### src/rtl/wspr_symbol_sequencer_pkg.sv
`default_nettype none
// ---------------------------------------------------------------------------
// Module   : wspr_symbol_sequencer_pkg
// Brief    : Shared state encoding, WSPR frame constants and tone helper.
// Revision : 1.0
// ---------------------------------------------------------------------------
package wspr_symbol_sequencer_pkg;

    typedef enum logic [1:0] {
        ST_IDLE  = 2'd0,
        ST_FETCH = 2'd1,
        ST_PRE   = 2'd2,
        ST_SEND  = 2'd3
    } state_t;

    localparam int c_sym_count = 162;
    localparam int c_sym_width = 2;
    localparam int c_ram_depth = 256;

    // Defaults for a 76.8 MHz system clock
    localparam int c_sym_clks  = 52_428_800;
    localparam int c_pre_clks  = 7_680_000;
    localparam int c_tone_step = 82;

    function automatic logic [31:0] tone_offset(input logic [1:0] sym, input logic [31:0] step);
        return 32'(sym) * step;
    endfunction

endpackage
`default_nettype wire

### src/rtl/wspr_symbol_ram.sv
`default_nettype none
// ---------------------------------------------------------------------------
// Module   : wspr_symbol_ram
// Brief    : Single-write / single-read symbol store with registered read.
// Revision : 1.0
// ---------------------------------------------------------------------------
module wspr_symbol_ram
    import wspr_symbol_sequencer_pkg::*;
#(
    parameter int DEPTH = c_ram_depth,
    parameter int WIDTH = c_sym_width,
    parameter int AW    = $clog2(DEPTH)
) (
    input  logic             clk,
    input  logic             wr_en,
    input  logic [AW-1:0]    wr_addr,
    input  logic [WIDTH-1:0] wr_data,
    input  logic             rd_en,
    input  logic [AW-1:0]    rd_addr,
    output logic [WIDTH-1:0] rd_data
);

    logic [WIDTH-1:0] r_mem [DEPTH];
    logic [WIDTH-1:0] r_rd_data;

    // Contents survive reset so a frame can be replayed after recovery
    always_ff @(posedge clk) begin
        if (wr_en) begin
            r_mem[wr_addr] <= wr_data;
        end
        if (rd_en) begin
            r_rd_data <= r_mem[rd_addr];
        end
    end

    assign rd_data = r_rd_data;

endmodule
`default_nettype wire

### src/rtl/wspr_symbol_sequencer.sv
`default_nettype none
// ---------------------------------------------------------------------------
// Module   : wspr_symbol_sequencer
// Brief    : Steps a stored 4-FSK WSPR frame out as tuning words plus PTT.
// Revision : 1.0
// ---------------------------------------------------------------------------
module wspr_symbol_sequencer
    import wspr_symbol_sequencer_pkg::*;
#(
    parameter int SYM_CLKS  = c_sym_clks,
    parameter int PRE_CLKS  = c_pre_clks,
    parameter int SYM_COUNT = c_sym_count,
    parameter int TONE_STEP = c_tone_step
) (
    input  logic        clk,
    input  logic        reset,
    input  logic        sym_wr_en,
    input  logic [7:0]  sym_wr_addr,
    input  logic [1:0]  sym_wr_data,
    input  logic [31:0] base_freq,
    input  logic        start,
    input  logic        abort,
    output logic [31:0] frequency,
    output logic        PTT,
    output logic        busy,
    output logic [7:0]  sym_index,
    output logic        done
);

    localparam logic [8:0]  c_count_w  = 9'(SYM_COUNT);
    localparam logic [7:0]  c_last_idx = 8'(SYM_COUNT - 1);
    localparam logic [31:0] c_sym_load = 32'(SYM_CLKS - 1);
    localparam logic [31:0] c_pre_load = 32'(PRE_CLKS - 1);
    localparam logic [31:0] c_step     = 32'(TONE_STEP);

    state_t      r_state;
    logic [31:0] r_base_q;
    logic [31:0] r_cnt;
    logic [31:0] r_frequency;
    logic        r_ptt;
    logic        r_busy;
    logic [7:0]  r_sym_index;
    logic        r_done;

    logic        w_wr_accept;
    logic        w_rd_en;
    logic [7:0]  w_rd_addr;
    logic [1:0]  w_rd_data;
    logic [31:0] w_tone_freq;

    assign w_wr_accept = sym_wr_en && (r_state == ST_IDLE) && ({1'b0, sym_wr_addr} < c_count_w);
    assign w_tone_freq = r_base_q + tone_offset(w_rd_data, c_step);

    // Read at start for symbol 0, and one cycle before each boundary for the next symbol
    always_comb begin
        w_rd_en   = 1'b0;
        w_rd_addr = 8'd0;
        if ((r_state == ST_IDLE) && start && !abort) begin
            w_rd_en = 1'b1;
        end else if ((r_state == ST_SEND) && (r_cnt == 32'd1)) begin
            w_rd_en   = 1'b1;
            w_rd_addr = r_sym_index + 8'd1;
        end
    end

    wspr_symbol_ram u_ram (
        .clk     (clk),
        .wr_en   (w_wr_accept),
        .wr_addr (sym_wr_addr),
        .wr_data (sym_wr_data),
        .rd_en   (w_rd_en),
        .rd_addr (w_rd_addr),
        .rd_data (w_rd_data)
    );

    always_ff @(posedge clk or negedge reset) begin
        if (!reset) begin
            r_state     <= ST_IDLE;
            r_base_q    <= 32'd0;
            r_cnt       <= 32'd0;
            r_frequency <= 32'd0;
            r_ptt       <= 1'b0;
            r_busy      <= 1'b0;
            r_sym_index <= 8'd0;
            r_done      <= 1'b0;
        end else begin
            r_done <= 1'b0;
            if ((r_state != ST_IDLE) && abort) begin
                r_state     <= ST_IDLE;
                r_frequency <= 32'd0;
                r_ptt       <= 1'b0;
                r_busy      <= 1'b0;
                r_sym_index <= 8'd0;
                r_cnt       <= 32'd0;
            end else begin
                case (r_state)
                    ST_IDLE: begin
                        if (start && !abort) begin
                            r_base_q <= base_freq;
                            r_busy   <= 1'b1;
                            r_state  <= ST_FETCH;
                        end
                    end
                    ST_FETCH: begin
                        r_frequency <= w_tone_freq;
                        r_ptt       <= 1'b1;
                        r_cnt       <= c_pre_load;
                        r_state     <= ST_PRE;
                    end
                    ST_PRE: begin
                        if (r_cnt == 32'd0) begin
                            r_cnt       <= c_sym_load;
                            r_sym_index <= 8'd0;
                            r_state     <= ST_SEND;
                        end else begin
                            r_cnt <= r_cnt - 32'd1;
                        end
                    end
                    ST_SEND: begin
                        if (r_cnt != 32'd0) begin
                            r_cnt <= r_cnt - 32'd1;
                        end else if (r_sym_index < c_last_idx) begin
                            r_frequency <= w_tone_freq;
                            r_sym_index <= r_sym_index + 8'd1;
                            r_cnt       <= c_sym_load;
                        end else begin
                            r_frequency <= 32'd0;
                            r_ptt       <= 1'b0;
                            r_busy      <= 1'b0;
                            r_done      <= 1'b1;
                            r_sym_index <= 8'd0;
                            r_state     <= ST_IDLE;
                        end
                    end
                    default: r_state <= ST_IDLE;
                endcase
            end
        end
    end

    assign frequency = r_frequency;
    assign PTT       = r_ptt;
    assign busy      = r_busy;
    assign sym_index = r_sym_index;
    assign done      = r_done;

endmodule
`default_nettype wire
### config.mk
export PLATFORM = sky130hd
export DESIGN_NAME = wspr_symbol_sequencer
export DESIGN_NICKNAME = d
export VERILOG_FILES = /design/src/rtl/wspr_symbol_sequencer_pkg.sv /design/src/rtl/wspr_symbol_ram.sv /design/src/rtl/wspr_symbol_sequencer.sv
export SDC_FILE = /design/constraint.sdc
export NUM_CORES = 1
export LEC_CHECK = 0
export CORE_ASPECT_RATIO = 0.9
export CORE_MARGIN = 2
export CORE_UTILIZATION = 30
export CTS_CLUSTER_DIAMETER = 120
export DETAILED_ROUTE_END_ITERATION = 12
export PLACE_DENSITY = 0.44
export SLEW_MARGIN = 20
export SYNTH_ARGS = -nofsm -noshare
export SYNTH_HDL_FRONTEND = slang
export SYNTH_HIERARCHICAL = 1
export SYNTH_SLANG_ARGS = --single-unit
### constraint.sdc
create_clock -name clk -period 5.8 [get_ports clk]
set_clock_uncertainty 0.2 [all_clocks]
set_input_delay 0.87 -clock clk [delete_from_list [all_inputs] [get_ports clk]]
set_output_delay 0.87 -clock clk [all_outputs]
set_load 0.005 [all_outputs]
# Word-level counts from Yosys, hierarchy flattened
# Memory sizes are Yosys's and may differ from the RTL's. A register that Yosys moved wholly into a read port is not among the register bits.
# Index checks and enable logic that the tools add are counted.
[word_totals]
ff_bits = 109
ram_bits = 512
input_bits = 47
mem_count = 1
[op_classes]
addsub = 3
mul = 1
magnitude_cmp = 2
n_eq_ne = 9
mux = 37
bitwise_logic = 1
reduce_logical = 23
[mem_list]
columns = ["name", "words", "word_bits", "rd", "rd_ports_with_merged_regs", "write_ports", "line", "text"]
rows = [
  ["u_ram.r_mem", 256, 2, 1, 1, 1, "wspr_symbol_ram.sv:23", "logic [WIDTH-1:0] r_mem [DEPTH];"],
]
[op_table]
columns = ["operator", "n"]
rows = [
  ["32-bit two-way mux", 7],
  ["32-bit case mux with 3 select lines", 1],
  ["32-bit case mux with 2 select lines", 1],
  ["8-bit two-way mux", 6],
  ["32-bit by 9-bit adder with 32-bit output", 1],
  ["32-bit by 1-bit == test with 1-bit output, second input constant", 1],
  ["32-bit zero test", 1],
  ["32-bit nonzero test", 1],
  ["32-bit by 1-bit subtractor with 32-bit output, second input constant", 1],
  ["8-bit less-than comparator, second input constant", 2],
  ["8-bit case mux with 2 select lines", 1],
  ["1-bit two-way mux", 13],
  ["2-bit two-way mux", 5],
  ["3-bit != test, second input constant", 3],
  ["3-bit AND reduction", 3],
  ["3-bit nonzero test", 3],
  ["8-bit by 1-bit adder with 8-bit output, second input constant", 1],
  ["2-bit by 6-bit multiplier with 8-bit output, second input constant", 1],
  ["2-bit case mux with 4 select lines", 1],
  ["4-bit AND reduction", 2],
  ["1-bit logical AND", 7],
  ["2-bit == test, second input constant", 2],
  ["4-bit by 1-bit != test with 1-bit output, second input constant", 1],
  ["1-bit case mux with 2 select lines", 2],
  ["8 further kinds", 9],
]

# Logic depth before layout (Yosys ltp)
# Gate-level depths: netlist of the first run.
[logic_depth]
word_depth = 6
ltp_mapped = 19
depth_no_buf = 12

# Modules after synthesis
# Netlist of the first run, hierarchy kept.
[by_module_without_submodules]
columns = ["module", "instances", "cells_each", "area_per_inst_um2", "seq_area_each_um2"]
rows = [
  ["wspr_symbol_ram", 1, 1242, 21401.8, 15434.8],
  ["wspr_symbol_sequencer", 1, 603, 6035.8, 2727.6],
]

# Least setup slack after synthesis of the first run
# No wires, ideal clock.
[synth_path]
path_kind = "reg2reg"
startpoint = "register r_cnt[12]"
endpoint = "register u_ram.r_rd_data[0] (netlist: u_ram/rd_data[0]) (read register of u_ram.r_mem) (data pin)"
arrival_ps = 3902
setup_slack_ps = 1432
stages_incl_launch_ff = 16
n_path_buf = 5
synth_period_minus_slack_ps = 4368
cell_sequence = "dfrtp_1 -> or4_1 -> buf_2 -> or4_4 -> or3_1 -> nand2b_1 -> buf_6 -> nor2_1 -> buf_6 -> buf_4 -> buf_4 -> mux4_2 -> a22oi_1 -> nand3_1 -> a32oi_1 -> a211oi_2"
[synth_between]
elab_chain_len = 4
[synth_rtl]
columns = ["item", "line", "text"]
rows = [
  ["start, declared", "wspr_symbol_sequencer.sv:38", "logic [31:0] r_cnt;"],
  ["start signal, assigned", "wspr_symbol_sequencer.sv:107", "r_cnt <= c_pre_load;"],
  ["start signal, assigned", "wspr_symbol_sequencer.sv:112", "r_cnt <= c_sym_load;"],
  ["start signal, assigned", "wspr_symbol_sequencer.sv:116", "r_cnt <= r_cnt - 32'd1;"],
  ["32-bit by 1-bit == test with 1-bit output", "wspr_symbol_sequencer.sv:60", "end else if ((r_state == ST_SEND) && (r_cnt == 32'd1)) begin"],
  ["1-bit logical AND", "wspr_symbol_sequencer.sv:60", ""],
  ["8-bit two-way mux", "wspr_symbol_sequencer.sv:60", ""],
  ["8-bit two-way mux", "wspr_symbol_sequencer.sv:58", "if ((r_state == ST_IDLE) && start && !abort) begin"],
  ["named net w_rd_addr[0]", "wspr_symbol_sequencer.sv:47", "logic [7:0] w_rd_addr;"],
  ["end, declared", "wspr_symbol_ram.sv:24", "logic [WIDTH-1:0] r_rd_data;"],
]
# The timed path passes the listed nets, and every way through them passes these cells.
# A chain may end at the register's enable or synchronous reset.

# Final worst setup path of the first run
[layout_path]
startpoint = "register r_cnt[19]"
endpoint = "register u_ram.r_rd_data[1] (netlist: u_ram/rd_data[1]) (read register of u_ram.r_mem) (data pin)"
# The elaborated chain is that of the path after synthesis.

==> results by stage, run 1 <==
Status:
- The run finished with clean final reports.

STA:
- The clock period minus worst slack is between 5000 and 6000 ps.
- Setup repair after global routing left no endpoint under its margin.
- The max-slew violation total from the final report was 0.
- The count of endpoints failing hold in the final timing report was 0.
- The final sum of negative setup slack is 0 ps.
- For the pin with the worst max-slew slack, the measured transition is about 1000 ps.
- The worst path uses around 88% of the clock period.
- The number of endpoints failing setup at the final stage is 0.
- The worst max-slew margin expressed relative to the limit is 33.0%.
- Timing would allow up to approximately 0.20 GHz.

Critical path:
- The largest fanout on the critical path is 44.
- The largest individual stage delay along the critical path comes from the cell sky130_fd_sc_hd__mux4_1.
- The endpoint identified for the worst register-to-register timing path is u_ram/rd_data[1].
- STA classifies the critical path endpoint as a register.
- The kind of cell adding the most delay to the critical path is simple AND/OR/NAND/NOR gates.
- Traced cell by cell, the critical path runs through nor4_1 > and3_1 > nand2_2 > or3_1 > nand2b_1 > nor2_4 > buf_12 > buf_4 > mux4_1 > mux4_2 > a31o_1 > o22ai_2 > a311oi_2.
- The reg2reg setup slack is roughly 690 ps.
- The worst setup path is launched from a register.
- The critical path start-end classification is register to register.
- The logic depth of the worst register-to-register path is 13.
- The destination of the critical timing path is u_ram/rd_data[1].
- The arrival time at the worst endpoint is roughly 5300 ps.
- The logic depth of the worst setup path including buffers is 13.
- The required time of the critical path is 5950 ps.
- The longest individual stage delay on the worst path is around 570 ps.
- The critical register-to-register path startpoint is r_cnt[19].
- The worst path buffer plus inverter count is 2.
- The startpoint of the most critical setup path is r_cnt[19].

Final layout:
- The area growth from synthesis to final layout is 16.5%.
- The final cell count without fillers is 3227.
- At the end of the flow, the number of nets in the layout was 2007.
- In the final layout, the share of cells above drive strength 1 is between 10% and 20%.
- The fill cell total of the finished layout is slightly below 9000.

Power:
- For this design the total switching power over the nets is about 0.003 W.
- The areal power density over the cells is approximately 360 mW/mm2.
- The internal power of the cells totals between 0.008 and 0.009 W.
- The leakage power figure is roughly 10 nW.
- Across the VDD grid, the largest voltage drop is slightly above 0.3 mV.
- The share of total power dissipated in sequential elements is between 40 and 50%.
- The net switching fraction of the power is approximately a quarter.
- The part of the power in the clock network is approximately two fifths.
- The power share of the combinational group is around 15%.

Die:
- The floorplan step set the die width to around 320 um.
- The floorplan die area is about 0.094 mm2.
- The effective utilization at floorplan is a little under a third.
- The top-level port count is 90.
- The total area inside the core boundary comes to between 0.09 and 0.1 mm2.
- The die height is between 200 and 300 um.
- The floorplan has 105 rows.

Yosys:
- In the synthesized netlist the dominant register cell turns out to be sky130_fd_sc_hd__edfxtp_1.
- The most frequent cell after synthesis is sky130_fd_sc_hd__edfxtp_1.
- The number of different library cells used by synthesis comes to 85.
- Yosys printed 6 warnings.
- The synthesized netlist occupies a cell area of between 0.02 and 0.03 mm2.
- The synthesized design contains 623 register bits.
- Yosys mapped a number of flops with a built-in enable equal to ~500.
- Averaged over all synthesized cells, the footprint is 14.9 um2.
- Ranked by total cell area, the synthesized netlist is headed by sky130_fd_sc_hd__edfxtp_1 56%, sky130_fd_sc_hd__dfrtp_1 9.9%, sky130_fd_sc_hd__mux4_2 6.7%, sky130_fd_sc_hd__nor2_1 4.1%, sky130_fd_sc_hd__mux2i_1 2.2%.
- Summed over all instances, the cell type with the most area after synthesis is sky130_fd_sc_hd__edfxtp_1.
- The synthesized design devotes to its leading area cell type 56.3% of total area.
- Counting every net in the synthesized netlist gives approximately 1900.
- By count the netlist is led by 514 x sky130_fd_sc_hd__edfxtp_1, 301 x sky130_fd_sc_hd__nor2_1, 109 x sky130_fd_sc_hd__dfrtp_1, 93 x sky130_fd_sc_hd__nand2_1, 82 x sky130_fd_sc_hd__mux4_2.
- The post-synthesis async set-or-reset flop share is 17.5%.
- Synthesis produced 1845 cells.
- The fraction of the yosys area taken by sequential cells is 66.2%.

Route:
- The post-detailed-route wirelength per cell is between 20 and 25 um.
- The number of search-and-repair iterations in the first detailed-routing pass is 5.
- The vias after detailed routing is between 15000 and 20000.
- The number of nets with antenna violations after routing is 0.
- In the routed layout, each cell is associated on average with a via count of 5.14.
- The number of DRC markers in iteration 0 is 1412.
- The total detailed-routing wirelength is 77500 um.
- In the routed design, unresolved DRC markers number 0.

Clock network:
- Clock-pin slew was measured on the worst setup and hold paths at approximately 60 ps.
- For this design, the CTS-stage hold fixing added 0 buffers.
- The number of gates given a new drive strength after cts is 0.
- The clock net in this run drives a total of 623 sinks.
- The maximum buffer depth of the clock tree is 3.
- The depth of the CTS H-tree is 3.
- The number of setup buffers added after CTS is 0.
- Buffers inserted during clock tree synthesis total 71.
- The buffer cell driving the clock tree root is sky130_fd_sc_hd__clkbuf_16.
- The latest clock arrival within the worst-skew pair is slightly above 600 ps.
- TritonCTS built the clock tree.

Global route:
- The largest net degree at the start of global routing is roughly 190.
- The number of global-route vias before repair was 17200.
- The initial antenna violation count is 4.
- The first global-routing pass estimated around 110000 um of wire.
- The total global-route track usage is 16.5%.
- The total global routing overflow is 0.

Place:
- The count of input and output buffers is 89.
- Routability-driven placement finished with a final weighted congestion of about 0.79.
- The number of placed instances, taps included, is slightly above 3000.
- The total half-perimeter wirelength after legalization and detailed placement is between 40000 and 50000 um.

Job:
- Max-cap violations in this run came to 0.

Hold path:
- In this run the worst hold path is classified as input port to asynchronous set/reset pin.
==> metrics by stage <==
| step | setup slack (ps) | instance area (um2) | hold slack [ps] | util (%) | total power, W |
|---|---|---|---|---|---|
| after floorplan | 1430 | 27400 | 238 | - | 0.00656 |
| after global placement | 743 | 29700 | 263 | 32.7 | 0.00720 |
| after detailed placement | 726 | 29700 | 264 | 32.7 | 0.00723 |
| after CTS | 709 | 31900 | 261 | 35.1 | 0.0117 |
| after global routing | 394 | 32000 | 138 | 35.1 | 0.0120 |
| final | 687 | 32000 | 97.8 | 35.1 | 0.0115 |
==> flip-flops by register name (all words and copies together), names as in the netlist <==
name / cells
done: 1
u_ram/rd_data: 2
frequency: 32
sym_index: 8
r_state: 2
busy: 1
r_cnt: 32
PTT: 1
r_base_q: 32
u_ram/r_mem: 512
==> worst reg2reg max path, cell delays in order (launching register included) <==
cell                       delay (ps)
sky130_fd_sc_hd__dfrtp_1          420
sky130_fd_sc_hd__nor4_1           560
sky130_fd_sc_hd__and3_1           420
sky130_fd_sc_hd__nand2_2          200
sky130_fd_sc_hd__or3_1            430
sky130_fd_sc_hd__nand2b_1         250
sky130_fd_sc_hd__nor2_4           190
sky130_fd_sc_hd__buf_12           320
sky130_fd_sc_hd__buf_4            420
sky130_fd_sc_hd__mux4_1           570
sky130_fd_sc_hd__mux4_2           460
sky130_fd_sc_hd__a31o_1           260
sky130_fd_sc_hd__o22ai_2          120
sky130_fd_sc_hd__a311oi_2          50
==> power groups by stage <==
stage	registers [W]	clock network (W)	logic, W
5_1_grt	0.00549	0.00468	0.00188
4_1_cts	0.00544	0.00452	0.00171
3_5_place_dp	0.00553	0	0.00170
6_report	0.00544	0.00439	0.00168
2_1_floorplan	0.00546	0	0.00110
3_3_place_gp	0.00552	0	0.00168
==> metal layers <==
layer  track usage (%)  wire length [um]  vias to the layer above  part of all wire, %
met4              4.25              1820                        2                  2.4
met5                 0                11                        -                0.014
met3              2.94              4180                      117                  5.4
li1                  -                 -                     7359                    -
met1              23.3             35300                     8573                   46
met2              26.2             36100                      538                   47
==> layout by cell type (no fill, tap or decap), types with 8 or more instances in the layout <==
master,instances
sky130_fd_sc_hd__a211oi_1,12
sky130_fd_sc_hd__a21oi_1,36
sky130_fd_sc_hd__a22o_1,15
sky130_fd_sc_hd__a31oi_1,16
sky130_fd_sc_hd__and3_1,9
sky130_fd_sc_hd__buf_4,54
sky130_fd_sc_hd__clkbuf_1,14
sky130_fd_sc_hd__clkbuf_16,72
sky130_fd_sc_hd__clkdlybuf4s50_1,86
sky130_fd_sc_hd__clkinv_1,11
sky130_fd_sc_hd__clkinv_2,11
sky130_fd_sc_hd__dfrtp_1,109
sky130_fd_sc_hd__edfxtp_1,514
sky130_fd_sc_hd__ha_1,14
sky130_fd_sc_hd__inv_1,13
sky130_fd_sc_hd__mux2_2,40
sky130_fd_sc_hd__mux2i_1,61
sky130_fd_sc_hd__mux4_1,20
sky130_fd_sc_hd__mux4_2,82
sky130_fd_sc_hd__nand2_1,93
sky130_fd_sc_hd__nand2b_1,11
sky130_fd_sc_hd__nand3_1,41
sky130_fd_sc_hd__nand4_1,20
sky130_fd_sc_hd__nor2_1,298
sky130_fd_sc_hd__nor2b_1,15
sky130_fd_sc_hd__nor3_1,16
sky130_fd_sc_hd__o21ai_0,39
sky130_fd_sc_hd__o21ai_2,20
sky130_fd_sc_hd__o221ai_1,16
sky130_fd_sc_hd__o22a_1,12
sky130_fd_sc_hd__o31ai_1,15
sky130_fd_sc_hd__xnor2_1,8
sky130_fd_sc_hd__xor2_1,22
==> worst min-delay path by stage <==
stage / startpoint / endpoint / slack (ps) / cells after the start
3_5_place_dp: r_cnt[28] / r_cnt[28] / 260 / 1
5_1_grt: reset / r_cnt[31] / 140 / 1
2_1_floorplan: r_cnt[28] / r_cnt[28] / 240 / 1
6_report: reset / r_cnt[31] / 100 / 1
4_1_cts: reset / sym_index[2] / 260 / 1
3_3_place_gp: r_cnt[28] / r_cnt[28] / 260 / 1
==> area by class of cell <==
type	count	area [um2]	area share, %
sequential	623	18200	56.8
multi-input combinational	1084	8500	26.6
clock buffer	89	1900	5.93
tap	1230	1540	4.82
timing repair buffer	150	1440	4.51
clock inverter	35	357	1.12
inverter	15	56.3	0.176
antenna	1	2.50	0.00783
==> cell families (layout without fill, tap and decap cells) <==
kind of cell	count (synthesis)	after routing	synth area share, %
other	0	1	0
AND/OR/NAND/NOR	562	562	9.21
multiplexers	203	203	12.5
buffers and inverters	138	289	3.07
flip-flops	623	623	66.2
AO/OA/AOI/OAI	274	274	7.34
XOR/XNOR	30	30	0.958
adder cells (fa/ha/maj)	15	15	0.711
(Power assumes the default switching activity.)
==> inputs of run 2 (changes only) <==
--- a/config.mk
+++ b/config.mk
@@ -5,6 +5,7 @@
 export SDC_FILE = /design/constraint.sdc
 export NUM_CORES = 1
 export LEC_CHECK = 0
+export ABC_CLOCK_PERIOD_IN_PS = 5800
 export CORE_ASPECT_RATIO = 0.9
 export CORE_MARGIN = 2
 export CORE_UTILIZATION = 30
==> results of run 2 <==
Same layout as run 1: the final DEF is identical, and so are final timing and power.
==> inputs of run 3 (changes only) <==
--- a/config.mk
+++ b/config.mk
@@ -5,7 +5,6 @@
 export SDC_FILE = /design/constraint.sdc
 export NUM_CORES = 1
 export LEC_CHECK = 0
-export ABC_CLOCK_PERIOD_IN_PS = 5800
 export CORE_ASPECT_RATIO = 0.9
 export CORE_MARGIN = 2
 export CORE_UTILIZATION = 30
==> results of run 3 <==
Same layout as run 1: the final DEF is identical, and so are final timing and power.
==> patch, RTL diff (settings of run 3) <==
Make the reset (`reset`) synchronous in one clocked block.
--- a/src/rtl/wspr_symbol_sequencer.sv
+++ b/src/rtl/wspr_symbol_sequencer.sv
@@ -74,5 +74,5 @@
     );
 
-    always_ff @(posedge clk or negedge reset) begin
+    always_ff @(posedge clk) begin
         if (!reset) begin
             r_state     <= ST_IDLE;
Function: differs if reset is asserted again (counterexample within 4 cycles, from zero or initial values and one cycle with reset low); with reset held inactive, the same outputs for 4 cycles.
==> patch against run 3 <==
Synthesized area down 0.34%. Count of clock-buffer cells in the layout grew 7. Utilization down 0.17 points. Synthesized cell count increased by 7.1%. Sequential cell count unchanged. Power decreased by 3.0%. Worst hold slack better by 0.15 ns. Sequential share of layout area is 1.4 points lower. Setup slack worse by 0.29 ns. Routed wire length up 1.5%. Critical path depth stayed put. Design area down 0.64%.
==> patch: results (changes against run 3) <==
Internal 8.081 mW (-4.7%); worst slew margin relative to its limit 29.75% (-3.2 points); final-layout fill cell count 8,793 (+0.35%); Async SR Flop Fraction 0% (-17 points); post-synth cell types 89 (+4.7%); via count of the routed design 17,200 (+3.7%); result of the run complete, no violations; met3 track utilization from global routing 3.666% (+0.72 points); Synth Area in XOR/XNOR 0.8007% (-0.16 points); combined global-route utilization of all metal layers 16.68% (+0.20 points); Multi-input gate area 8887 um^2 (+4.5%); leading cell types by count after synthesis sky130_fd_sc_hd__edfxtp_1, sky130_fd_sc_hd__nor2_1, sky130_fd_sc_hd__nand2_1, sky130_fd_sc_hd__dfxtp_1, sky130_fd_sc_hd__clkbuf_1; highest routing layer actually used met4; mean instance size in the synthesized netlist 13.84 um^2 (-6.9%); slowest library cell on the worst path sky130_fd_sc_hd__a2111oi_0; peak per-stage delay on the critical path 0.69 ns (+0.12 ns); worst r2r src r_cnt[9]; post-synthesis share of cell area spent on full adders, half adders and majority gates 0.7596% (+0.048 points); RePlAce Congestion 0.8402 (+7.0%); HP Class reg -> reg; largest fanout of any net on the critical path 43 (-2.3%); post-route met1 wirelength 36.14 mm (+2.3%); post-detailed-placement half-perimeter wirelength 50.43 mm (+2.8%); Worst Path Arrival 5.55 ns (+0.28 ns); reported leakage power 9.416 nW (-6.3%); post-synthesis sequential area ratio 64.42% (-1.8 points); clock buffer count from CTS 73 (+2.8%); WL met3 4.735 mm (+13%); initial drt markers 1,474 (+4.4%); Post-Syn Nets 2,039 (+6.9%); initial antenna violation count 1 (-3); DR vias/cell 5.160 (+0.38%); buffers outside the clock class 142 (-5.3%); routed wl met2 35.73 mm (-1.1%); clock share of power 39.1% (+1.0 points); Antenna Cells 0 (-1); multi-input combinational cell count 1,186 (+9.4%); sequential cell count of the final layout 623 (unchanged); final core utilization 34.97% (-0.17 points); power density of the placed cells 351.7 nW/um^2 (-2.3%); Placed Cells incl. Taps 3,210 (+3.5%); number of nets in the layout 2,118 (+5.5%); global-route wire length before repair 115.3 mm (+0.67%); met1 track demand over resource in global routing 23.66% (+0.38 points); Peak supply drop 0.1655 mV (-45%); number of non-clock inverters in the layout 29 (+14); hold_ws 0.2496 ns (+0.1517 ns)
patch: changes by cell type after synthesis, moves of 8 or more:
cell / run 3 / this run
sky130_fd_sc_hd__dfrtp_1: 109 / 0
sky130_fd_sc_hd__dfxtp_1: 0 / 109
sky130_fd_sc_hd__nand2_1: 93 / 145
sky130_fd_sc_hd__a21boi_0: 0 / 35
sky130_fd_sc_hd__mux2_2: 40 / 8
sky130_fd_sc_hd__a21oi_1: 36 / 58
sky130_fd_sc_hd__o21ai_2: 20 / 0
sky130_fd_sc_hd__o2bb2ai_1: 2 / 22
sky130_fd_sc_hd__clkbuf_1: 70 / 89
sky130_fd_sc_hd__xor2_1: 22 / 7
sky130_fd_sc_hd__inv_1: 13 / 27
sky130_fd_sc_hd__o22a_1: 12 / 0
sky130_fd_sc_hd__xnor2_1: 8 / 18
sky130_fd_sc_hd__nor4_1: 6 / 14
